==> config.mk <==
export PLATFORM = sky130hd
export DESIGN_NAME = lamp_phase_timer
export DESIGN_NICKNAME = d
export VERILOG_FILES = /design/src/rtl/lamp_phase_timer.sv
export SDC_FILE = /design/constraint.sdc
export NUM_CORES = 1
export LEC_CHECK = 0
export BUFFER_PORTS_ARGS = -buffer_cell sky130_fd_sc_hd__buf_2
export CORE_AREA = 3 3 50 52
export DETAILED_ROUTE_END_ITERATION = 12
export DIE_AREA = 0 0 53 55
export PLACE_DENSITY = 0.58
export RECOVER_POWER = 100
export SYNTH_ARGS = -nofsm -noshare
export SYNTH_HDL_FRONTEND = slang
export SYNTH_SLANG_ARGS = --single-unit
==> constraint.sdc <==
create_clock -name clk -period 3.8 [get_ports clk]
set_input_delay 0.76 -clock clk [delete_from_list [all_inputs] [get_ports clk]]
set_output_delay 0.76 -clock clk [all_outputs]
set_load 0.005 [all_outputs]
==> src/rtl/lamp_phase_timer.sv <==
// lamp_phase_timer: paces the cyclic lamp sequencer through RED -> GREEN -> YELLOW.
// Each phase is held for a programmed number of cycles. A one-cycle 'step' pulse marks
// every phase change. A latched pedestrian request shortens GREEN to MIN_GREEN cycles
// and is acknowledged when the sequence re-enters RED.
module lamp_phase_timer #(
    parameter int CNT_W        = 8,
    parameter int RED_TICKS    = 16,
    parameter int GREEN_TICKS  = 20,
    parameter int YELLOW_TICKS = 4,
    parameter int MIN_GREEN    = 6
) (
    input  logic             clk,
    input  logic             rst,
    input  logic             en,
    input  logic             ped_req,
    output logic             step,
    output logic [1:0]       phase,
    output logic [CNT_W-1:0] remaining,
    output logic             ped_ack
);

    typedef enum logic [1:0] {
        PH_GREEN   = 2'd0,
        PH_YELLOW  = 2'd1,
        PH_RED     = 2'd2,
        PH_ILLEGAL = 2'd3
    } phase_e;

    localparam logic [CNT_W-1:0] RED_LOAD    = CNT_W'(RED_TICKS - 1);
    localparam logic [CNT_W-1:0] GREEN_LOAD  = CNT_W'(GREEN_TICKS - 1);
    localparam logic [CNT_W-1:0] YELLOW_LOAD = CNT_W'(YELLOW_TICKS - 1);
    // GREEN may be cut short once 'remaining' has dropped to this value,
    // i.e. once at least MIN_GREEN cycles of GREEN have elapsed.
    localparam logic [CNT_W-1:0] SHORT_LIM   = CNT_W'(GREEN_TICKS - MIN_GREEN);

    phase_e           phase_q, phase_d;
    logic [CNT_W-1:0] rem_q, rem_d;
    logic             step_q, step_d;
    logic             ack_q, ack_d;
    logic             pend_q, pend_d;
    phase_e           next_ph;
    logic             adv;

    // Reload value for the counter on entry to a phase.
    function automatic logic [CNT_W-1:0] load_for(input phase_e ph);
        case (ph)
            PH_GREEN:  load_for = GREEN_LOAD;
            PH_YELLOW: load_for = YELLOW_LOAD;
            default:   load_for = RED_LOAD;
        endcase
    endfunction

    // Next-state: phase sequencing, counter reload/decrement, request latch and ack.
    always_comb begin
        phase_d = phase_q;
        rem_d   = rem_q;
        step_d  = 1'b0;
        ack_d   = 1'b0;
        pend_d  = pend_q | ped_req;
        next_ph = PH_RED;

        case (phase_q)
            PH_RED:    next_ph = PH_GREEN;
            PH_GREEN:  next_ph = PH_YELLOW;
            PH_YELLOW: next_ph = PH_RED;
            default:   next_ph = PH_RED;
        endcase

        // An illegal encoding always recovers to RED on the next enabled edge.
        adv = (rem_q == '0)
            || (phase_q == PH_GREEN && pend_q && rem_q <= SHORT_LIM)
            || (phase_q == PH_ILLEGAL);

        if (en) begin
            if (adv) begin
                phase_d = next_ph;
                rem_d   = load_for(next_ph);
                step_d  = 1'b1;
                // Serving the request on RED entry overrides a same-edge new request.
                if (phase_q == PH_YELLOW && pend_q) begin
                    ack_d  = 1'b1;
                    pend_d = 1'b0;
                end
            end else begin
                rem_d = rem_q - CNT_W'(1);
            end
        end
    end

    // State registers; reset drops straight into the start of RED.
    always_ff @(posedge clk or posedge rst) begin
        if (rst) begin
            phase_q <= PH_RED;
            rem_q   <= RED_LOAD;
            step_q  <= 1'b0;
            ack_q   <= 1'b0;
            pend_q  <= 1'b0;
        end else begin
            phase_q <= phase_d;
            rem_q   <= rem_d;
            step_q  <= step_d;
            ack_q   <= ack_d;
            pend_q  <= pend_d;
        end
    end

    assign step      = step_q;
    assign phase     = phase_q;
    assign remaining = rem_q;
    assign ped_ack   = ack_q;

endmodule

==> report_table.html <==
<table>
<tr><th>Metric</th><th>Value</th></tr>
<tr><th colspan="2">Run status</th></tr>
<tr><td>Status</td><td>complete, no violations</td></tr>
<tr><th colspan="2">Drt</th></tr>
<tr><td>DR DRC count</td><td>0</td></tr>
<tr><td>Average via count per standard cell</td><td>just under 5</td></tr>
<tr><td>Routed Wire Length</td><td>1505 um</td></tr>
<tr><td>Antenna Violating Nets Remaining</td><td>0</td></tr>
<tr><td>1st-pass router iterations</td><td>4</td></tr>
<tr><td>Wirelength per Cell</td><td>roughly 13 um</td></tr>
<tr><td>Number of DRC markers after the initial detailed-route iteration</td><td>20</td></tr>
<tr><td>Total vias in the final route</td><td>between 500 and 600</td></tr>
<tr><th colspan="2">Yosys</th></tr>
<tr><td>Commonest register cell after synthesis</td><td>sky130_fd_sc_hd__dfrtp_1</td></tr>
<tr><td>Area share of the largest cell type after synthesis</td><td>between 20% and 30%</td></tr>
<tr><td>Top cell type by total area after synthesis</td><td>sky130_fd_sc_hd__dfrtp_1</td></tr>
<tr><td>Post-synthesis sequential element count</td><td>13</td></tr>
<tr><td>Synthesized Nets</td><td>73</td></tr>
<tr><td>Combined area of all synthesized cells</td><td>between 700 and 800 um2</td></tr>
<tr><td>Synth area leaders</td><td>sky130_fd_sc_hd__dfrtp_1, sky130_fd_sc_hd__dfstp_2, sky130_fd_sc_hd__ha_1</td></tr>
<tr><td>Synthesized area per cell</td><td>roughly 11 um2</td></tr>
<tr><td>Sequential-to-total area share from yosys stat</td><td>46.17%</td></tr>
<tr><td>EDFF count, synth</td><td>0</td></tr>
<tr><td>Fraction of synthesis flops using an asynchronous set or reset pin</td><td>100.0%</td></tr>
<tr><td>Number of synthesis warnings</td><td>0</td></tr>
<tr><td>Cells after synthesis</td><td>66</td></tr>
<tr><td>Synth unique cells</td><td>32</td></tr>
<tr><th colspan="2">Clock network</th></tr>
<tr><td>Resize count post-CTS</td><td>0</td></tr>
<tr><td># hold bufs at CTS</td><td>0</td></tr>
<tr><td>Number of buffers inserted during clock tree synthesis</td><td>3</td></tr>
<tr><td>Clock-pin slew on the worst setup and hold paths</td><td>around 90 ps</td></tr>
<tr><td>Maximum buffer depth of the clock tree</td><td>2</td></tr>
<tr><td>Skew-Pair Late Insertion Delay</td><td>between 200 and 300 ps</td></tr>
<tr><td>Clock root cell</td><td>sky130_fd_sc_hd__clkbuf_4</td></tr>
<tr><td>Total number of clock tree sinks</td><td>13</td></tr>
<tr><td>Postcts setup bufs</td><td>0</td></tr>
<tr><td>Count of H-tree levels built during CTS</td><td>1</td></tr>
<tr><td>TritonCTS clock tree</td><td>yes</td></tr>
<tr><th colspan="2">Timing</th></tr>
<tr><td>Number of setup violations in the final report</td><td>0</td></tr>
<tr><td>Post-layout minimum cycle time</td><td>2453 ps</td></tr>
<tr><td>Final hold vios</td><td>0</td></tr>
<tr><td>Clock skew after layout</td><td>about 12 ps</td></tr>
<tr><td>Share of the clock period used by the worst path</td><td>roughly 65%</td></tr>
<tr><td>Highest achievable clock rate</td><td>around 400 MHz</td></tr>
<tr><td>Accumulated negative setup slack</td><td>0 ps</td></tr>
<tr><td>Rel. slew slack</td><td>about 52%</td></tr>
<tr><td>Final WS setup</td><td>1347 ps</td></tr>
<tr><td>Max Slew Vio Count</td><td>0</td></tr>
<tr><td>Setup repair after global routing missed its margin</td><td>no</td></tr>
<tr><td>Worst Max-Slew Pin Slew</td><td>between 700 and 800 ps</td></tr>
<tr><th colspan="2">Job</th></tr>
<tr><td>Max cap viols</td><td>0</td></tr>
<tr><th colspan="2">Finish</th></tr>
<tr><td>Fraction of layout cells with a size suffix above 1</td><td>28.24%</td></tr>
<tr><td>Layout Cells excl Fill</td><td>113</td></tr>
<tr><td>Commonest non-fill, non-tap cell in the layout</td><td>sky130_fd_sc_hd__buf_2</td></tr>
<tr><td>Commonest cells after routing, fill and taps aside</td><td>sky130_fd_sc_hd__buf_2, sky130_fd_sc_hd__nor2_1, sky130_fd_sc_hd__dfrtp_1, sky130_fd_sc_hd__inv_1, sky130_fd_sc_hd__dfstp_1</td></tr>
<tr><td>Fin nets</td><td>between 90 and 100</td></tr>
<tr><td>Synth-to-layout area growth</td><td>13.59%</td></tr>
<tr><td>Antenna fix cells</td><td>0</td></tr>
<tr><td>Count of fill cells added during filler insertion</td><td>about 230</td></tr>
<tr><th colspan="2">Floorplan</th></tr>
<tr><td>Die Wd</td><td>53 um</td></tr>
<tr><td>Vertical die dimension</td><td>~55 um</td></tr>
<tr><td>Area of the die</td><td>0.002915 mm2</td></tr>
<tr><td>Area of the core</td><td>around 0.0021 mm2</td></tr>
<tr><td>Top-level I/O count</td><td>16</td></tr>
<tr><td>Initial core utilization</td><td>roughly 33%</td></tr>
<tr><td>Number of standard-cell rows in the floorplan</td><td>17</td></tr>
<tr><th colspan="2">Power</th></tr>
<tr><td>Peak supply drop</td><td>around 0.41 mV</td></tr>
<tr><td>Leakage Power</td><td>approximately 0.38 nW</td></tr>
<tr><td>Power density over the cells</td><td>898.6 mW/mm2</td></tr>
<tr><th colspan="2">GRT</th></tr>
<tr><td>Number of antenna violations at the first check in global routing</td><td>0</td></tr>
<tr><td>Largest net degree at the start of global routing</td><td>14</td></tr>
<tr><td>Vias in the first global route</td><td>approximately 540</td></tr>
<tr><td>GRT Resource Usage Total</td><td>between 10% and 20%</td></tr>
<tr><td>Remaining global-route overflow</td><td>0</td></tr>
<tr><td>Global-route wire length before repair</td><td>2490 um</td></tr>
<tr><th colspan="2">Placed design</th></tr>
<tr><td>Number of cells after detailed placement</td><td>109</td></tr>
<tr><td>Worst slack after detailed placement</td><td>1797 ps</td></tr>
<tr><td>Port buffer count</td><td>15</td></tr>
<tr><td>Final RePlAce weighted congestion</td><td>a little over 0.8</td></tr>
<tr><td>HPWL after DPL</td><td>approximately 1100 um</td></tr>
<tr><th colspan="2">Worst setup path</th></tr>
<tr><td>Worst endpoint required time</td><td>around 4000 ps</td></tr>
<tr><td>Category of the worst setup path capture point</td><td>flop</td></tr>
<tr><td>Start-to-end type of the worst setup path</td><td>flop to flop</td></tr>
<tr><td>Data arrival, critical path</td><td>roughly 2600 ps</td></tr>
<tr><td>Worst reg-to-reg path cell count</td><td>4</td></tr>
<tr><td>Critical path launch point type</td><td>flop</td></tr>
<tr><td>Critical path peak fanout</td><td>10</td></tr>
<tr><th colspan="2">Hold path</th></tr>
<tr><td>Worst hold path type</td><td>input port to asynchronous set/reset pin</td></tr>
</table>
## layer usage
layer | track usage, % | share of wire (%) | up-vias | wire length, um
met1 | 16.04 | 50 | 264 | 754
met4 | 5.106 | 0 | 0 | 0
li1 | - | - | 281 | -
met5 | 0 | 0 | - | 0
met3 | 4.826 | 5.3 | 0 | 80
met2 | 17.77 | 45 | 17 | 670
## worst max-delay path, stage by stage (launching register included)
cell and delay (ps):
sky130_fd_sc_hd__dfrtp_1 430, sky130_fd_sc_hd__nor4_1 530, sky130_fd_sc_hd__a32oi_1 320, sky130_fd_sc_hd__a21oi_1 660, sky130_fd_sc_hd__mux2_2 410
## where the power goes
group | switching [W] | internal, W
clock network | 0.0000467 | 0.0000390
registers | 0.0000808 | 0.000213
logic | 0.000194 | 0.000159
total | 0.000321 | 0.000412
## flip-flops by register name, indices dropped and copies added, names as in the netlist
register	count
remaining	8
phase	2
ped_ack	1
pend_q	1
step	1
## final cells by class
class | instances | area, um2 | share of cell area [%]
Inverter | 6 | 22.52 | 2.761
Tap cell | 28 | 35.03 | 4.294
Clock buffer | 3 | 22.52 | 2.761
Timing Repair Buffer | 15 | 75.07 | 9.202
Clock inverter | 1 | 5.005 | 0.6135
Sequential cell | 13 | 331.6 | 40.64
Multi-Input combinational cell | 47 | 324.1 | 39.72
## stage by stage
stage,cell area (um2),utilization [%],hold slack [ps],total power (W)
after floorplan,718.2,-,493.0,0.0006066
after global placement,828.3,38.56,498.0,0.0007275
after detailed placement,828.3,38.56,524.5,0.0007328
after CTS,855.8,39.84,500.3,0.0008243
after global routing,815.8,37.97,521.7,0.0008056
final,815.8,37.97,494.4,0.0007330
## path summary, 6_finish.rpt
kind	from	to	slack, ps
setup / recovery	remaining[4]	phase[0]	1350
hold / removal	rst	remaining[6]	490
setup reg to reg	remaining[4]	phase[0]	1350
hold reg to reg	remaining[0]	remaining[0]	550
max in group asynchronous	rst	remaining[0]	2930
min in group clk	remaining[0]	remaining[0]	550
## Yosys cell counts (2+ instances only)
master                    count
sky130_fd_sc_hd__nand3_1      2
sky130_fd_sc_hd__dfstp_2      5
sky130_fd_sc_hd__inv_1        6
sky130_fd_sc_hd__nor3_1       2
sky130_fd_sc_hd__xnor2_1      2
sky130_fd_sc_hd__dfrtp_1      8
sky130_fd_sc_hd__o22ai_1      2
sky130_fd_sc_hd__nor2_1      10
sky130_fd_sc_hd__nand2_1      2
sky130_fd_sc_hd__a31oi_1      2
sky130_fd_sc_hd__ha_1         3
sky130_fd_sc_hd__xor2_1       2
## kinds of logic (layout without fill, tap and decap cells)
| kind of cell | count (synthesis) | in the layout | share of synthesized area (%) |
|---|---|---|---|
| compound gates | 11 | 11 | 13.76 |
| mux | 1 | 1 | 2.090 |
| flops | 13 | 13 | 46.17 |
| buf+inv | 6 | 25 | 3.136 |
| xor+xnor | 4 | 4 | 4.879 |
| simple gates | 28 | 28 | 24.74 |
| fa+ha+maj | 3 | 3 | 5.227 |
No activity file was read; power rests on OpenSTA's default activity.
